<file path="src/rtl/tt_pkg.sv">
// Shared types and helpers for the truth-table sweeper.
package tt_pkg;

   localparam int unsigned ROW_W    = 3;
   localparam int unsigned NUM_ROWS = 8;

   typedef enum logic [2:0] {
      IDLE   = 3'd0,
      APPLY  = 3'd1,
      SETTLE = 3'd2,
      SAMPLE = 3'd3,
      STORE  = 3'd4,
      DONE   = 3'd5
   } state_t;

   // Row {in1,in2,in3} = r lands in truth-table bit (7 - r), so row 000 is the MSB.
   function automatic logic [ROW_W-1:0] row_bit(input logic [ROW_W-1:0] row);
      return ROW_W'(NUM_ROWS - 1) - row;
   endfunction

endpackage

</file>
<file path="src/rtl/tt_sync2.sv">
// Two-flop synchroniser for a single asynchronous input.
//   clk   in  clock
//   rst_n in  synchronous active-low reset, clears both flops
//   d     in  asynchronous input
//   q     out synchronised output
module tt_sync2 (
   input  logic clk,
   input  logic rst_n,
   input  logic d,
   output logic q
);

   logic meta;

   always_ff @(posedge clk) begin
      if (!rst_n) begin
         meta <= 1'b0;
         q    <= 1'b0;
      end else begin
         meta <= d;
         q    <= meta;
      end
   end

endmodule

</file>
<file path="src/rtl/truth_table_sweeper.sv">
// Stimulus-and-capture stage for 3-input gate cores: sweeps {in1,in2,in3}
// through 000..111, majority-votes the synchronised gate output for each row,
// assembles an 8-bit truth table and compares it with EXPECTED.
//   clk          in   clock
//   rst_n        in   synchronous active-low reset
//   start        in   one-cycle pulse, accepted in IDLE or DONE
//   in1,in2,in3  out  gate stimulus, in1 is the row MSB
//   dut_out      in   gate output, asynchronous to clk
//   busy         out  sweep in progress
//   done         out  one-cycle pulse on entry to DONE
//   pass         out  truth_table == EXPECTED, valid in DONE
//   truth_table  out  assembled code, held until the next accepted start
module truth_table_sweeper
   import tt_pkg::*;
#(
   parameter int unsigned SETTLE_CYCLES = 16,
   parameter int unsigned SAMPLES       = 5,
   parameter logic [7:0]  EXPECTED      = 8'h06,
   parameter int unsigned CNT_W         = 8
) (
   input  logic       clk,
   input  logic       rst_n,
   input  logic       start,
   output logic       in1,
   output logic       in2,
   output logic       in3,
   input  logic       dut_out,
   output logic       busy,
   output logic       done,
   output logic       pass,
   output logic [7:0] truth_table
);

   localparam int unsigned ONES_W = $clog2(SAMPLES + 1);
   localparam logic [CNT_W-1:0]  SETTLE_LAST = CNT_W'(SETTLE_CYCLES - 1);
   localparam logic [CNT_W-1:0]  SAMPLE_LAST = CNT_W'(SAMPLES - 1);
   localparam logic [ONES_W-1:0] MAJ_THR     = ONES_W'(SAMPLES / 2);
   localparam logic [ROW_W-1:0]  LAST_ROW    = ROW_W'(NUM_ROWS - 1);

   // Elaboration-time parameter sanity.
   if (SETTLE_CYCLES < 1) begin : g_bad_settle
      $error("SETTLE_CYCLES must be >= 1");
   end
   if ((SAMPLES < 1) || ((SAMPLES % 2) == 0)) begin : g_bad_samples
      $error("SAMPLES must be odd and >= 1");
   end
   if (((1 << CNT_W) <= SETTLE_CYCLES) || ((1 << CNT_W) <= SAMPLES)) begin : g_bad_cnt
      $error("CNT_W too narrow for SETTLE_CYCLES/SAMPLES");
   end

   state_t             state_q, state_d;
   logic [ROW_W-1:0]   row_q, row_d;
   logic [CNT_W-1:0]   cnt_q, cnt_d;
   logic [ONES_W-1:0]  ones_q, ones_d;
   logic [ROW_W-1:0]   stim_q, stim_d;
   logic [7:0]         tt_d;
   logic               busy_d, done_d, pass_d;
   logic               sync_out;
   logic               vote_c;

   // dut_out is never used before it has crossed into the clk domain.
   tt_sync2 u_sync (
      .clk   (clk),
      .rst_n (rst_n),
      .d     (dut_out),
      .q     (sync_out)
   );

   assign vote_c = (ones_q > MAJ_THR);
   assign {in1, in2, in3} = stim_q;

   // State and datapath registers.
   always_ff @(posedge clk) begin
      if (!rst_n) begin
         state_q     <= IDLE;
         row_q       <= '0;
         cnt_q       <= '0;
         ones_q      <= '0;
         stim_q      <= '0;
         truth_table <= '0;
         busy        <= 1'b0;
         done        <= 1'b0;
         pass        <= 1'b0;
      end else begin
         state_q     <= state_d;
         row_q       <= row_d;
         cnt_q       <= cnt_d;
         ones_q      <= ones_d;
         stim_q      <= stim_d;
         truth_table <= tt_d;
         busy        <= busy_d;
         done        <= done_d;
         pass        <= pass_d;
      end
   end

   // Next-state and next-output logic.
   always_comb begin
      state_d = state_q;
      row_d   = row_q;
      cnt_d   = cnt_q;
      ones_d  = ones_q;
      stim_d  = stim_q;
      tt_d    = truth_table;
      busy_d  = busy;
      done_d  = 1'b0;
      pass_d  = pass;

      unique case (state_q)
         IDLE, DONE: begin
            if (start) begin
               row_d   = '0;
               tt_d    = '0;
               pass_d  = 1'b0;
               busy_d  = 1'b1;
               state_d = APPLY;
            end
         end

         APPLY: begin
            stim_d  = row_q;
            cnt_d   = '0;
            ones_d  = '0;
            state_d = SETTLE;
         end

         SETTLE: begin
            if (cnt_q == SETTLE_LAST) begin
               cnt_d   = '0;
               state_d = SAMPLE;
            end else begin
               cnt_d = cnt_q + CNT_W'(1);
            end
         end

         SAMPLE: begin
            ones_d = ones_q + ONES_W'(sync_out);
            if (cnt_q == SAMPLE_LAST) begin
               cnt_d   = '0;
               state_d = STORE;
            end else begin
               cnt_d = cnt_q + CNT_W'(1);
            end
         end

         STORE: begin
            tt_d[row_bit(row_q)] = vote_c;
            if (row_q == LAST_ROW) begin
               // pass compares the completed table, including this last bit.
               pass_d  = (tt_d == EXPECTED);
               done_d  = 1'b1;
               busy_d  = 1'b0;
               state_d = DONE;
            end else begin
               row_d   = row_q + ROW_W'(1);
               state_d = APPLY;
            end
         end

         default: begin
            state_d = IDLE;
         end
      endcase
   end

endmodule
</file>
<file path="config.mk">
export PLATFORM = sky130hd
export DESIGN_NAME = truth_table_sweeper
export DESIGN_NICKNAME = d
export VERILOG_FILES = /design/src/rtl/tt_pkg.sv /design/src/rtl/tt_sync2.sv /design/src/rtl/truth_table_sweeper.sv
export SDC_FILE = /design/constraint.sdc
export NUM_CORES = 1
export LEC_CHECK = 0
export ABC_AREA = 1
export CORE_ASPECT_RATIO = 0.6
export CORE_MARGIN = 4
export CORE_UTILIZATION = 40
export DETAILED_ROUTE_END_ITERATION = 10
export PLACE_DENSITY = 0.57
export REMOVE_ABC_BUFFERS = 1
export SYNTH_ARGS = -nofsm -noshare
export SYNTH_HDL_FRONTEND = slang
export SYNTH_SLANG_ARGS = --single-unit
</file>
<file path="constraint.sdc">
create_clock -name clk -period 2 [get_ports clk]
set_clock_uncertainty 0.1 [all_clocks]
set_input_delay 0.5 -clock clk [delete_from_list [all_inputs] [get_ports clk]]
set_output_delay 0.5 -clock clk [all_outputs]
set_load 0.005 [all_outputs]
</file>
After elaboration in Yosys (flattened, before gate mapping)

Cells that the tools add are included.

Word-level logic and storage cells: 67
Output and inout bits: 14
Register bits: 33
Input port bits: 4

Order comparisons: 3
Equal/unequal tests: 14
Muxes and demuxes: 24
Reduce and logical (&&, ||, !) cells: 11
Add/sub/neg operators: 4

Operators by type and width:

| kind                | number |
|---|---|
| $mux 8              | 3 |
| $pmux 8 s3          | 1 |
| $mux 3              | 6 |
| $eq 8x3->1 const B  | 2 |
| $pmux 8 s2          | 1 |
| $pmux 3 s5          | 1 |
| $pmux 3 s2          | 2 |
| $ne 2x2->1 const B  | 5 |
| $eq 3x3->1 const B  | 3 |
| $reduce_and 3->1    | 3 |
| $add 8x1->8 const B | 1 |
| $bwmux 8            | 1 |
| $eq 8x4->1 const B  | 1 |
| $eq 3x2->1 const B  | 2 |
| $mux 1              | 6 |
| $lt 3x4->1 const B  | 1 |
| $pmux 1 s2          | 2 |
| $reduce_and 2->1    | 2 |
| $reduce_bool 2->1   | 2 |
| $add 3x1->3         | 1 |
| $add 3x1->3 const B | 1 |
| $demux 1 s3         | 1 |
| $eq 3x1->1 const B  | 1 |
| $ge 3x1->1 const B  | 1 |
| other kinds (6)     | 6 |

Depth between registers and ports, before layout

Word-level depth: 9
Gate-level depth with buffers: 9
Depth with buffers taken out: 9

Hierarchy

Synthesis repeated with hierarchy kept, for this count alone.

Cells, all modules: 256
Area total of the unflattened synthesis: 1709.1 um^2

Modules (own cells, without submodules):

| module              | seq. area each (um^2) | cells an instance | times used | area an instance (um^2) |
|---|---|---|---|---|
| truth_table_sweeper | 620.6                 | 250               | 1          | 1654.1 |
| tt_sync2            | 40.0                  | 6                 | 1          | 55.1 |

Worst setup path before layout

Ideal clock, no wire load.

Path kind: register to register
From: register cnt_q[0]
To: register cnt_q[1]
Library setup time: 109 ps
Data arrival time: 1180 ps
Cell stages (with the launch flop): 9
Buffers on the path: 0
Slack: 611 ps
Data required time: 1791 ps
Clock period less this slack: 1389 ps
Cells stage by stage: dfxtp_1 -> ha_1 -> nand3_1 -> o21ai_1 -> nand2_2 -> nand3_1 -> nand2_1 -> nand2_1 -> inv_1

Cells in the longest elaborated chain, start to end: 3
Elaborated cells between the ends (all ways): 6
Classes of those cells: 1 x add/sub; 2 x eq/ne; 3 x mux

RTL lines:

| element                                   | RTL line                                               | RTL |
|---|---|---|
| start: declaration                        | truth_table_sweeper.sv:53                              | `logic [CNT_W-1:0] cnt_q, cnt_d;` |
| start signal: assignment                  | truth_table_sweeper.sv:87                              | `cnt_q <= cnt_d;` |
| $add 8x1->8, or another cell as far along | truth_table_sweeper.sv:132, truth_table_sweeper.sv:142 |  |
| $mux 8 (on tied branches)                 | truth_table_sweeper.sv:138, truth_table_sweeper.sv:128 |  |
| $pmux 8 s3 (*)                            | truth_table_sweeper.sv:109                             | `unique case (state_q)` |

Every way passes the cells marked *; elsewhere a longest branch is shown, timed or not.
A chain may end at the register's enable or synchronous reset.

Final worst setup path

From: register truth_table[7]
To: output port truth_table[7]

RTL lines:

| element                  | RTL line                  | RTL |
|---|---|---|
| start: declaration       | truth_table_sweeper.sv:31 | `output logic [7:0] truth_table` |
| start signal: assignment | truth_table_sweeper.sv:90 | `truth_table <= tt_d;` |

No word-level cell between the ends.

==> impl_metrics.csv <==
group,metric,value,unit
timing,fin_crit,1.747,ns
critical_path,worst-path-buf-inv,1,
min_path,hp-start,"u_sync.meta",
synthesis,syn-cell-area,0.001708,mm2
synthesis,synth_area_leaders,"dfxtp_1 39%, nand2_1 14%, a21oi_1 8.2%, inv_1 6.6%, nand3_1 5.3%",
die,dieArea,0.005413,mm2
clock_tree,cts.sinks,33,
cells_and_area,stdcell_count,330,
die,rows,18,
clock_tree,postCtsHoldBufs,0,
synthesis,synth_most_common_cell,"nand2_1",
power_and_ir_drop,power.density,1020,mW/mm2
route,drc,0,
critical_path,cp_max_fo,3,
power_and_ir_drop,power_frac_seq,0.406,
flow_run,max-cap-violations,0,
timing,setup_tns,0,ns
timing,tightest_slew,0.3636,ns
synthesis,synth_xor_area_frac,0.005128,
critical_path,worst_setup_path_start_kind,"flop",
clock_tree,cts_inserted_buffers,5,
critical_path,cp_cell_sequence,"clkdlybuf4s50_1",
clock_tree,ctsHtreeMaxLevel,2,
place,port_buffers,17,
power_and_ir_drop,p_comb_frac,0.353,
timing,layout_setup_ws,0.2532,ns
place,dp.cells,323,
timing,slew_violations,0,
synthesis,synthSimpleGateAreaFrac,0.3143,
cells_and_area,nFillCells,413,
critical_path,crit_path_max_incr_delay,0.51,ns
synthesis,syn_inst,246,
synthesis,yosys_warnings,0,
place,dp_slack,0.2671,ns
clock_tree,cts_setup_buffers,0,
die,ioPinCount,18,
place,hpwlAfterDp,2.963,mm
timing,setup_violations,0,
min_path,min_path_cells,2,
timing,rsz0062_at_grt,"false",
min_path,hp-class,"flop to flop",
clock_tree,cts_repair_resize_count,0,
die,start_util,0.4144,
synthesis,synthAdderAreaFrac,0.04396,
die,die_h,58.62,um
global_routing,grt_pass1_vias,1382,
power_and_ir_drop,vdd_drop_max,0.5529,mV
clock_tree,cts_tree,"built",
route,wl,3.905,mm
critical_path,crit_required,1.40,ns
route,drt-pass1-iter-count,4,
global_routing,grt.overflow.total,0,
route,ant_nets,0,
timing,slew-limit-headroom,0.7573,
die,die_w,92.36,um
clock_tree,cts-root-buf,"clkbuf_8",
global_routing,antenna_found_initial,0,
die,fp.coreArea,0.004121,mm2
power_and_ir_drop,switchingPower,0.7918,mW
synthesis,synth_enable_flop_cells,0,
critical_path,timing.rr.start,"row_q[0]",
cells_and_area,n_antenna_cell,0,
route,initialDrtViolationCount,129,
clock_tree,insertion_delay,0.28,ns
route,viasPerCell,4.788,
route,post_drt_wl_per_cell,11.83,um
synthesis,synth_compound_area_frac,0.1634,
synthesis,avgSynthCellArea,6.943,um2
global_routing,grt_usage,0.1601,
critical_path,worstSetupPathType,"flop to primary output",
timing,fmax,572.5,MHz
synthesis,synth_top_area_cell,"dfxtp_1",
power_and_ir_drop,power_frac_clock,0.240,
synthesis,muxShareOfSynthArea,0,
synthesis,ys_ff_latch,33,
timing,holdWs,0.3124,ns
power_and_ir_drop,p_leak,0.8541,nW
power_and_ir_drop,p_int,1.298,mW
synthesis,synth_top_family_by_area,"simple AND/OR/NAND/NOR gates",
synthesis,yosysUniqueCellTypes,25,
cells_and_area,drive_gt1_frac,0.08889,
power_and_ir_drop,switching_share,0.3788,
critical_path,reg2regPathDepth,6,
place,gp_congestion,0.8694,
critical_path,critPathTopFamily,"buffers and inverters",
critical_path,rrSetupSlack,0.38,ns
critical_path,r2r_end,"row_q[1]",
synthesis,ys_seq_area_frac,0.3868,
synthesis,synth_ff_type,"dfxtp_1",
global_routing,grt_max_degree,17,
critical_path,crit_slowest_cell,"clkdlybuf4s50_1",
cells_and_area,final_core_util,0.4973,
run_status,status,"complete, no violations",
clock_tree,clk_pin_slew,0.06,ns
synthesis,synthTopCellsByCount,"63 x nand2_1, 33 x dfxtp_1, 30 x inv_1",
timing,finalHoldViolCount,0,
min_path,holdPathEnd,"u_sync.q",
cells_and_area,layout.nets,280,
critical_path,cp-end-kind,"primary output",
clock_tree,clk_path_buf_depth,2,
critical_path,crit_arrival,1.15,ns
global_routing,grt_pass1_wl,6.810,mm
synthesis,async_flop_share,0,
timing,finalCritPeriodShare,0.8734,
route,vias,1580,
synthesis,netlist.area_leader.share,0.3868,
cells_and_area,area_growth,20.00,%
==> metrics by stage <==
step / instance area (um2) / power, mW
after CTS: 2049 / 2.113
final: 2049 / 2.090
after global routing: 2049 / 2.262
after global placement: 1963 / 1.604
after floorplan: 1688 / 1.341
after detailed placement: 1963 / 1.597
==> metal layers <==
layer  routed length (um)  global-route usage  vias up
li1                     -                   -      845
met1                 2242              0.2712      683
met2                 1316              0.1887       48
met3                  325             0.03959        4
met4                   21             0.03805        0
met5                    0                   0        -
==> layout make-up <==
class | instances | area [um2] | area share
clock buffer | 7 | 86.33 | 0.04212
inverter | 34 | 127.6 | 0.06227
multi-input combinational | 175 | 899.6 | 0.4389
sequential | 33 | 660.6 | 0.3223
tap | 60 | 75.07 | 0.03663
timing repair buffer | 21 | 200.2 | 0.09768
==> state kept, by name, summed over array words and instances, names as in the netlist <==
signal / count
ones_q: 3
state_q: 3
row_q: 3
cnt_q: 8
done: 1
truth_table: 8
u_sync.q: 1
pass: 1
u_sync.meta: 1
busy: 1
stim_q: 3
==> cell families (layout without fill, tap and decap cells) <==
| family | after synthesis | count (layout) |
|---|---|---|
| and+or+nand+nor | 117 | 117 |
| AOI/OAI and AO/OA | 51 | 51 |
| buffers and inverters | 38 | 62 |
| DFF | 33 | 33 |
| adders and majority gates | 6 | 6 |
| xor gates and xnor gates | 1 | 1 |
==> worst max path at each step <==
stage                     slack [ns]  cells after the start        endpoint            from
final                           0.25                      1  truth_table[7]  truth_table[7]
after global routing            0.19                      1  truth_table[7]  truth_table[7]
after CTS                       0.23                      1  truth_table[7]  truth_table[7]
after detailed placement        0.27                      6      state_q[0]           start
after global placement          0.29                      6      state_q[0]           start
after floorplan                 0.61                      8        cnt_q[1]        cnt_q[0]
==> power groups by stage <==
stage          registers, mW  logic, mW  clock network (mW)
2_1_floorplan          0.845      0.496                   0
3_3_place_gp           0.862      0.742                   0
3_5_place_dp           0.859      0.738                   0
4_1_cts                0.848      0.742               0.523
5_1_grt                0.864      0.842               0.556
6_report               0.849      0.739               0.502
==> cell usage in the layout (no fill, tap or decap) <==
master and instances:
nand2_1 63, nand3_1 18, inv_1 30, clkinv_1 1, o21ai_2 1, clkdlybuf4s50_1 17, nor2_1 17, o21ai_4 1
a21oi_1 28, xor2_1 1, nand2_2 4, clkbuf_1 1, o21ai_0 13, ha_1 6, dfxtp_1 33, buf_4 4
nor2_4 5, o21bai_1 2, o21a_1 1, inv_2 3, o21ai_1 4, a31oi_1 1, clkbuf_8 6, nand3b_1 2
or2_0 4, nand4_1 4
==> worst reg2reg max path: cells and delay by family, from the launching register on <==
family,cells,cell delay (ns)
flops,1,0.54
fa+ha+maj,2,0.43
simple gates,3,0.35
compound gates,1,0.14
Power figures use the tool's default switching activity.
